### src/rtl/diffeq_sample_fifo.sv
// Capture stage for the differential-equation solver: samples x/y/u on every
// iteration of a run into a first-word-fall-through FIFO and flags the terminal sample.
module diffeq_sample_fifo #(
   parameter int DEPTH = 8,
   parameter int AW    = 3
) (
   input  logic        clk,
   input  logic        reset,
   input  logic        start,
   input  logic [31:0] aport,
   input  logic [31:0] xport,
   input  logic [31:0] yport,
   input  logic [31:0] uport,
   input  logic        out_ready,
   output logic        out_valid,
   output logic [31:0] out_x,
   output logic [31:0] out_y,
   output logic [31:0] out_u,
   output logic        out_last,
   output logic        done,
   output logic [15:0] sample_count,
   output logic [7:0]  overflow_count
);

   // state    | meaning
   // S_IDLE   | after reset, no captures until start
   // S_RUN    | capture one sample per cycle, terminal when x >= a
   // S_DRAIN  | terminal sample stored, waiting for the FIFO to empty
   // S_DONE   | run complete and drained, done held until next start
   typedef enum logic [1:0] {S_IDLE, S_RUN, S_DRAIN, S_DONE} state_t;

   state_t state_q, state_d;

   logic [31:0]      mem_x_q [DEPTH];
   logic [31:0]      mem_y_q [DEPTH];
   logic [31:0]      mem_u_q [DEPTH];
   logic [DEPTH-1:0] mem_last_q;
   logic [AW-1:0]    wr_ptr_q, rd_ptr_q;
   logic [AW:0]      count_q;
   logic [15:0]      sample_count_q;
   logic [7:0]       overflow_count_q;

   logic full, pop, term;
   logic push, flush, s_inc, o_inc;

   assign full = (count_q == (AW+1)'(DEPTH));
   assign pop  = out_valid && out_ready;
   assign term = (xport >= aport);

   always_comb begin
      state_d = state_q;
      push    = 1'b0;
      flush   = 1'b0;
      s_inc   = 1'b0;
      o_inc   = 1'b0;
      if (start) begin
         flush   = 1'b1;
         state_d = S_RUN;
      end else begin
         case (state_q)
            S_RUN: begin
               if (!full || pop) begin
                  push  = 1'b1;
                  s_inc = 1'b1;
                  if (term) state_d = S_DRAIN;
               end else if (!term) begin
                  o_inc = 1'b1;
               end
               // A blocked terminal sample is retried: the solver holds its outputs.
            end
            S_DRAIN: begin
               if (count_q == '0 || (count_q == (AW+1)'(1) && pop)) state_d = S_DONE;
            end
            default: ;
         endcase
      end
   end

   always_ff @(posedge clk or negedge reset) begin
      if (!reset) begin
         state_q <= S_IDLE;
      end else begin
         state_q <= state_d;
      end
   end

   always_ff @(posedge clk or negedge reset) begin
      if (!reset) begin
         sample_count_q   <= '0;
         overflow_count_q <= '0;
      end else if (flush) begin
         sample_count_q   <= '0;
         overflow_count_q <= '0;
      end else begin
         if (s_inc && sample_count_q != 16'hFFFF) sample_count_q <= sample_count_q + 16'd1;
         if (o_inc && overflow_count_q != 8'hFF) overflow_count_q <= overflow_count_q + 8'd1;
      end
   end

   always_ff @(posedge clk or negedge reset) begin
      if (!reset) begin
         wr_ptr_q <= '0;
         rd_ptr_q <= '0;
         count_q  <= '0;
      end else if (flush) begin
         wr_ptr_q <= '0;
         rd_ptr_q <= '0;
         count_q  <= '0;
      end else begin
         if (push) wr_ptr_q <= wr_ptr_q + AW'(1);
         if (pop)  rd_ptr_q <= rd_ptr_q + AW'(1);
         if (push && !pop)      count_q <= count_q + (AW+1)'(1);
         else if (!push && pop) count_q <= count_q - (AW+1)'(1);
      end
   end

   always_ff @(posedge clk or negedge reset) begin
      if (!reset) begin
         for (int i = 0; i < DEPTH; i++) begin
            mem_x_q[i] <= '0;
            mem_y_q[i] <= '0;
            mem_u_q[i] <= '0;
         end
         mem_last_q <= '0;
      end else if (push) begin
         mem_x_q[wr_ptr_q]    <= xport;
         mem_y_q[wr_ptr_q]    <= yport;
         mem_u_q[wr_ptr_q]    <= uport;
         mem_last_q[wr_ptr_q] <= term;
      end
   end

   assign out_valid      = (count_q != '0);
   assign out_x          = mem_x_q[rd_ptr_q];
   assign out_y          = mem_y_q[rd_ptr_q];
   assign out_u          = mem_u_q[rd_ptr_q];
   assign out_last       = out_valid && mem_last_q[rd_ptr_q];
   assign done           = (state_q == S_DONE);
   assign sample_count   = sample_count_q;
   assign overflow_count = overflow_count_q;

endmodule

### config.mk
export PLATFORM = sky130hd
export DESIGN_NAME = diffeq_sample_fifo
export DESIGN_NICKNAME = d
export VERILOG_FILES = /design/src/rtl/diffeq_sample_fifo.sv
export SDC_FILE = /design/constraint.sdc
export NUM_CORES = 1
export LEC_CHECK = 0
export CAP_MARGIN = 5
export CELL_PAD_IN_SITES_DETAIL_PLACEMENT = 1
export CELL_PAD_IN_SITES_GLOBAL_PLACEMENT = 1
export CORE_MARGIN = 3
export CORE_UTILIZATION = 50
export DETAILED_ROUTE_END_ITERATION = 10
export GPL_ROUTABILITY_DRIVEN = 0
export PLACE_DENSITY = 0.85
export SYNTH_ARGS = -nofsm -noshare
export SYNTH_HDL_FRONTEND = slang
export SYNTH_SLANG_ARGS = --single-unit
### constraint.sdc
create_clock -name clk -period 3 [get_ports clk]
set_input_delay 0.6 -clock clk [delete_from_list [all_inputs] [get_ports clk]]
set_output_delay 0.6 -clock clk [all_outputs]
set_load 0.005 [all_outputs]
==> out/metrics.csv, run 1 <==
stage,metric,value,unit
routing,vias per inst,6.10,
logic_synthesis,synth top area cells,"dfrtp_1 55%, mux2_2 26%, mux4_2 12%",
global_route,first-pass GRT wire length,171000,um
power_and_ir_drop,VDD IR max,619,uV
routing,initial drt markers,1262,
timing,Setup Skew,22.9,ps
cts,H-tree depth,3,
critical_path,WS Path Type,register to output port,
logic_synthesis,sequential cell area fraction in the yosys report,54.7,%
critical_path,CP arrival,2700,ps
critical_path,crit path to,out_x[23],
logic_synthesis,"Avg Cell Area, Syn",15.9,um2
timing,TNS Setup,-16390,ps
layout,fraction of final layout cells sized beyond drive strength 1,54.8,%
timing,minimum clock period,3300,ps
routing,number of remaining DRC errors,0,
global_route,Total GRT Usage,28.9,%
logic_synthesis,top_reg_cell synth,dfrtp_1,
flow_run,max-cap viol count,0,
global_route,initial antenna violation count,11,
critical_path,CP Max Fanout,9,
placed_design,HPWL after DPL,65200,um
routing,"wirelength, routed",119000,um
layout,most frequent cells in the layout,"809 x dfrtp_1, 779 x mux2_2, 194 x mux4_2",
timing,worst relative slew slack,44.5,%
routing,first drt pass iteration count,5,
cts,clk sinks,812,
cts,clock slew at reported path FFs,60,ps
layout,Layout Cells excl Fill,3827,
status,status,finished with violations,
timing,fmax,303,MHz
cts,hold-fix buffers at CTS,0,
timing,final setup vio count,97,
global_route,grt ovf,0,
logic_synthesis,Syn Nets,2499,
floorplan,I/O pin cnt,255,
timing,WHS,16.2,ps
layout,area grow syn2layout,27.0,%
logic_synthesis,number of synthesized register bits,812,
timing,worst-margin pin slew,833,ps
cts,Root Buffer,clkbuf_16,
placed_design,Setup WS pre-CTS,-922,ps
logic_synthesis,Post-Syn Area,37100,um2
floorplan,initial core utilization,50.7,%
status,failing checks,setup timing,
placed_design,total placed cells including tap cells,3550,
layout,nets@finish,2960,
timing,fin. max-slew vios,0,
floorplan,Die W,278,um
logic_synthesis,Synthesis Warnings,0,
floorplan,Core Region,73200,um2
critical_path,RR Endpoint,mem_u_q[66]$_DFFE_PN0P_,
power_and_ir_drop,Pleak,21.7,nW
routing,antenna-violating nets left,0,
cts,TritonCTS clock tree,built,
floorplan,Die Ht,278,um
cts,worst skew pair latency,620,ps
power_and_ir_drop,Final Total Pwr,45.9,mW
floorplan,Row Count,99,
critical_path,R2R depth,8,
logic_synthesis,synthesized netlist cell count,2328,
logic_synthesis,top cell type's share of synthesized area,54.7,%
layout,"commonest non-fill, non-tap cell in the layout",dfrtp_1,
critical_path,"Req. time, crit path",2400,ps
logic_synthesis,async set-reset flop share out of synthesis,100,%
routing,vias,23357,
global_route,vias in the first global route,26889,
critical_path,Crit. End Element,output port,
placed_design,I/O Buffers,254,
timing,RSZ-0062 raised after global routing,yes,
cts,CTS buffer count,88,
timing,final setup margin,-300,ps
logic_synthesis,Post-synth EDFFs,0,
critical_path,Startpoint Class,register,
global_route,largest net degree at the start of global routing,80,
critical_path,R2R Path Start,count_q[0]$_DFFE_PN0P_,
floorplan,die area,77500,um2
timing,final hold vios,0,
critical_path,r2r setup slk,260,ps
logic_synthesis,leading area contributor after synthesis,dfrtp_1,
critical_path,CP Launch Point,rd_ptr_q[0]$_DFFE_PN0P_,
hold_path,Hold WC Path Type,primary input to asynchronous set/reset pin,
cts,clk buf depth,3,
routing,Wirelength per Cell,31.0,um
timing,Final Cycle Share,110,%
logic_synthesis,synth unique cells,54,
power_and_ir_drop,power density over cell area,974,nW/um2
worst min path at each step:
stage                       startpoint                 endpoint  slack, ps  cells past startpoint
5_1_grt                          reset  mem_y_q[82]$_DFFE_PN0P_         40                      1
6_report                         reset  mem_y_q[82]$_DFFE_PN0P_         20                      1
4_1_cts                          reset  mem_u_q[37]$_DFFE_PN0P_         30                      1
2_1_floorplan                    reset   count_q[0]$_DFFE_PN0P_        300                      0
3_5_place_dp   mem_x_q[32]$_DFFE_PN0P_  mem_x_q[32]$_DFFE_PN0P_        480                      2
3_3_place_gp   mem_x_q[96]$_DFFE_PN0P_  mem_x_q[96]$_DFFE_PN0P_        460                      2
power breakdown:
| group | leakage (nW) | total, mW | switching (mW) | internal (mW) |
|---|---|---|---|---|
| clock network | 1.45 | 11.2 | 4.60 | 6.64 |
| registers | 10.7 | 16.9 | 2.39 | 14.5 |
| logic | 9.61 | 17.8 | 6.91 | 10.9 |
| total | 21.7 | 45.9 | 13.9 | 32.0 |
cell type report:
type | count | area [um2]
flip-flops and latches | 812 | 20300
clock inverters | 25 | 332
inverters | 39 | 146
repair buffers | 521 | 6130
fillers | 6311 | 26100
multi-input cells | 1327 | 16400
diodes | 11 | 27.5
clock buffers | 133 | 2630
well taps | 959 | 1200
sequential cells by signal, indices dropped and copies added, names as in the netlist:
signal,count
mem_u_q,256
mem_x_q,256
mem_y_q,256
sample_count,16
mem_last_q,8
overflow_count,8
count_q,4
rd_ptr_q,3
wr_ptr_q,3
state_q,2
what timing repair did:
| item | 4_1_cts | 5_1_grt |
|---|---|---|
| setup buffers | 29 | 70 |
| setup endpoints to repair | 116 | 108 |
| pin swaps | 1 | 0 |
| resized for setup | 251 | 291 |
| cloned | 6 | 9 |
critical path, stage by stage, from the launching register on:
cell,delay [ps]
dfrtp_4,500
buf_4,160
clkbuf_16,170
mux4_2,500
mux2_2,290
clkdlybuf4s50_1,460
metal layers:
| layer | GRT usage (%) | routed length, um |
|---|---|---|
| met1 | 35.6 | 46200 |
| met2 | 51.8 | 63500 |
| met3 | 4.56 | 5010 |
| met4 | 10.6 | 4130 |
| met5 | 0 | 0 |
through the flow:
stage	area [um2]	util, %
floorplan	37100	-
global placement	42300	57.8
detailed placement	42300	57.8
CTS	46000	62.8
global route	47100	64.4
finish	47100	64.4
synthesized netlist by cell type (3+ instances only):
cell type and number:
nor2_1 28, nand3_1 11, xor2_1 9, mux2_2 862
o31ai_1 5, mux4_2 194, xnor2_1 3, dfrtp_1 812
buf_6 4, o21ai_0 27, nand2_1 30, buf_4 6
clkbuf_1 53, or3_1 3, and2_1 6, a21o_1 3
a21oi_1 27, nor3_1 9, nand2b_1 5, nor2b_1 8
mux2i_1 5, nand4bb_1 3, buf_2 70, or4_1 5
inv_1 39, buf_1 17, a22oi_1 3, and3_1 4
ha_1 39, nand4_1 9
kinds of logic after synthesis:
logic type / Yosys count / share of synthesized area [%]
AO/OA/AOI/OAI: 79 / 1.30
XOR/XNOR: 12 / 0.283
adder cells (fa/ha/maj): 39 / 1.31
buffers and inverters: 189 / 2.29
flip-flops: 812 / 54.7
multiplexers: 1061 / 38.1
AND/OR/NAND/NOR: 136 / 2.02
Note: power is estimated with default switching activity, not from simulation.
==> run 2: changes to the inputs <==
--- a/config.mk
+++ b/config.mk
@@ -9,8 +9,9 @@
 export CELL_PAD_IN_SITES_DETAIL_PLACEMENT = 1
 export CELL_PAD_IN_SITES_GLOBAL_PLACEMENT = 1
 export CORE_MARGIN = 3
-export CORE_UTILIZATION = 50
+export CORE_UTILIZATION = 54
 export DETAILED_ROUTE_END_ITERATION = 10
+export DONT_BUFFER_PORTS = 1
 export GPL_ROUTABILITY_DRIVEN = 0
 export PLACE_DENSITY = 0.85
 export SYNTH_ARGS = -nofsm -noshare
==> constraint.sdc (replaced) <==
create_clock -name clk -period 3.57 [get_ports clk]
set_input_delay 0.714 -clock clk [delete_from_list [all_inputs] [get_ports clk]]
set_output_delay 0.714 -clock clk [all_outputs]
set_load 0.005 [all_outputs]
==> out/metrics.csv, run 2 (synthesis gave the netlist of run 1 again) <==
stage,metric,value,unit,change
status,status,finished clean,,
routing,first drt pass iteration count,4,,-1
critical_path,R2R depth,8,,unchanged
timing,worst relative slew slack,15.4,%,-29 points
layout,"commonest non-fill, non-tap cell in the layout",mux2_2,,
timing,Setup Skew,27.1,ps,+4.26 ps
floorplan,Row Count,95,,-4.0%
layout,Filler cells,5882,,-6.8%
placed_design,HPWL after DPL,55100,um,-15%
routing,initial drt markers,1058,,-16%
critical_path,Crit. End Element,output port,,
routing,"wirelength, routed",94700,um,-20%
timing,fmax,299,MHz,
critical_path,Startpoint Class,register,,
timing,minimum clock period,3350,ps,
power_and_ir_drop,Final Total Pwr,32.6,mW,-29%
critical_path,"Req. time, crit path",2860,ps,+460 ps
critical_path,r2r setup slk,450,ps,+190 ps
routing,Wirelength per Cell,29.1,um,-6.3%
cts,CTS buffer count,85,,-3.4%
placed_design,total placed cells including tap cells,3095,,-13%
timing,final setup vio count,0,,-100%
critical_path,critical path depth in cells,3,,-2
critical_path,CP arrival,2630,ps,-70 ps
critical_path,CP Max Fanout,50,,+41
routing,vias,20671,,-11%
routing,antenna-violating nets left,0,,unchanged
power_and_ir_drop,Pleak,18.7,nW,-14%
timing,final hold vios,0,,unchanged
routing,vias per inst,6.35,,+4.1%
power_and_ir_drop,VDD IR max,527,uV,-15%
cts,TritonCTS clock tree,built,,
critical_path,CP max stage cell,dfrtp_4,,
cts,worst skew pair latency,640,ps,+20 ps
timing,RSZ-0062 raised after global routing,no,,
critical_path,R2R Path Start,count_q[0]$_DFFE_PN0P_,,
layout,register area,20300,um2,unchanged
cts,# Post-CTS Setup Buffers,0,,-100%
global_route,grt ovf,0,,unchanged
flow_run,max-cap viol count,0,,unchanged
layout,fraction of final layout cells sized beyond drive strength 1,52.8,%,-2.0 points
critical_path,RR Endpoint,mem_y_q[168]$_DFFE_PN0P_,,
layout,diode count,0,,-11
layout,area grow syn2layout,11.2,%,
critical_path,WS Path Type,register to output port,,
placed_design,I/O Buffers,0,,-100%
critical_path,cell family with most CP delay,multiplexers,,
critical_path,Critical path buffers and inverters,1,,-2
floorplan,I/O pin cnt,255,,unchanged
cts,clk buf depth,3,,unchanged
layout,Layout Cells excl Fill,3255,,-15%
floorplan,Die W,268,um,-3.7%
layout,Largest regs,"mem_u_q x256, mem_x_q x256, mem_y_q x256",,
global_route,initial antenna violation count,0,,-11
floorplan,Core Region,67600,um2,-7.6%
global_route,first-pass GRT wire length,146000,um,-15%
floorplan,initial core utilization,54.9,%,+4.2 points
cts,post-cts gate resize count,0,,-100%
cts,clk sinks,812,,unchanged
routing,number of remaining DRC errors,0,,unchanged
timing,TNS Setup,0,ps,+16390 ps
global_route,largest net degree at the start of global routing,813,,+920%
critical_path,largest stage delay on the critical path,630,ps,+130 ps
cts,H-tree depth,3,,unchanged
timing,Final Cycle Share,93.7,%,
timing,fin. max-slew vios,0,,unchanged
layout,most frequent cells in the layout,"862 x mux2_2, 809 x dfrtp_1, 194 x mux4_2",,
power_and_ir_drop,power density over cell area,791,nW/um2,-19%
layout,area occupied by multi-input gates,16000,um2,-2.1%
layout,nets@finish,2486,,-16%
floorplan,Die Ht,268,um,-3.7%
global_route,Total GRT Usage,26.5,%,-2.4 points
hold_path,Hold WC Path Type,primary input to asynchronous set/reset pin,,
global_route,vias in the first global route,24085,,-10%
critical_path,worst-path cell chain,buf_12 > mux4_2 > mux2_2,,
timing,worst-margin pin slew,1260,ps,+422 ps
cts,Root Buffer,clkbuf_16,,
floorplan,die area,71900,um2,-7.3%
cts,clock slew at reported path FFs,60,ps,about the same
-- run 2: cell count changes in the layout (fill, tap and decap cells not counted), sizes merged --
cell,previous run,this run
bufinv,7,5
clkinv,15,13
diode,11,0
buf,314,49
dlymetal6s2s,8,0
bufbuf,1,0
dlygate4sd2,4,0
clkdlybuf4s50,156,0
dlygate4sd3,0,1
clkbuf,171,130
inv,40,43
-- run 2: worst max path at each step --
stage	endpoint	startpoint
2_1_floorplan	out_x[10]	rd_ptr_q[0]$_DFFE_PN0P_
3_5_place_dp	overflow_count[4]$_DFFE_PN0P_	aport[31]
3_3_place_gp	overflow_count[6]$_DFFE_PN0P_	aport[31]
5_1_grt	out_y[31]	rd_ptr_q[0]$_DFFE_PN0P_
4_1_cts	out_y[14]	rd_ptr_q[0]$_DFFE_PN0P_
6_report	out_y[14]	rd_ptr_q[0]$_DFFE_PN0P_
-- run 2: through the flow --
step | hold slack [ps] | setup slack (ps) | utilization [%] | cell area [um2]
2_1_floorplan | 418 | 803 | - | 37100
3_3_place_gp | 457 | 272 | 56.6 | 38300
3_5_place_dp | 452 | 237 | 56.6 | 38300
4_1_cts | -221 | 164 | 60.8 | 41100
5_1_grt | 127 | 89.0 | 61.0 | 41300
6_report | 32.5 | 225 | 61.0 | 41300
-- run 2: where the power goes --
part | internal (mW) | leakage, nW | switching [mW]
Clock | 5.34 | 1.41 | 3.67
Combinational | 5.67 | 6.65 | 4.02
Sequential | 12.2 | 10.7 | 1.77
Total | 23.2 | 18.7 | 9.46
-- run 2: cell type report --
type,count,share of cell area [%]
Inverter,39,0.355
Clock inverter,24,0.670
Sequential cell,812,49.3
Clock buffer,130,6.25
Timing Repair Buffer,50,2.01
Tap cell,873,2.65
Multi-Input combinational cell,1327,38.8
-- run 2: metal layers --
layer  GRT usage (%)  up-vias  part of all wire (%)  routed length, um
met5               0        -                     0                  0
met4            8.53        0                   2.9               2730
met3            6.27      184                   5.7               5440
met2            46.6      495                    52              49200
met1            32.6    11327                    39              37300
li1                -     8665                     -                  -
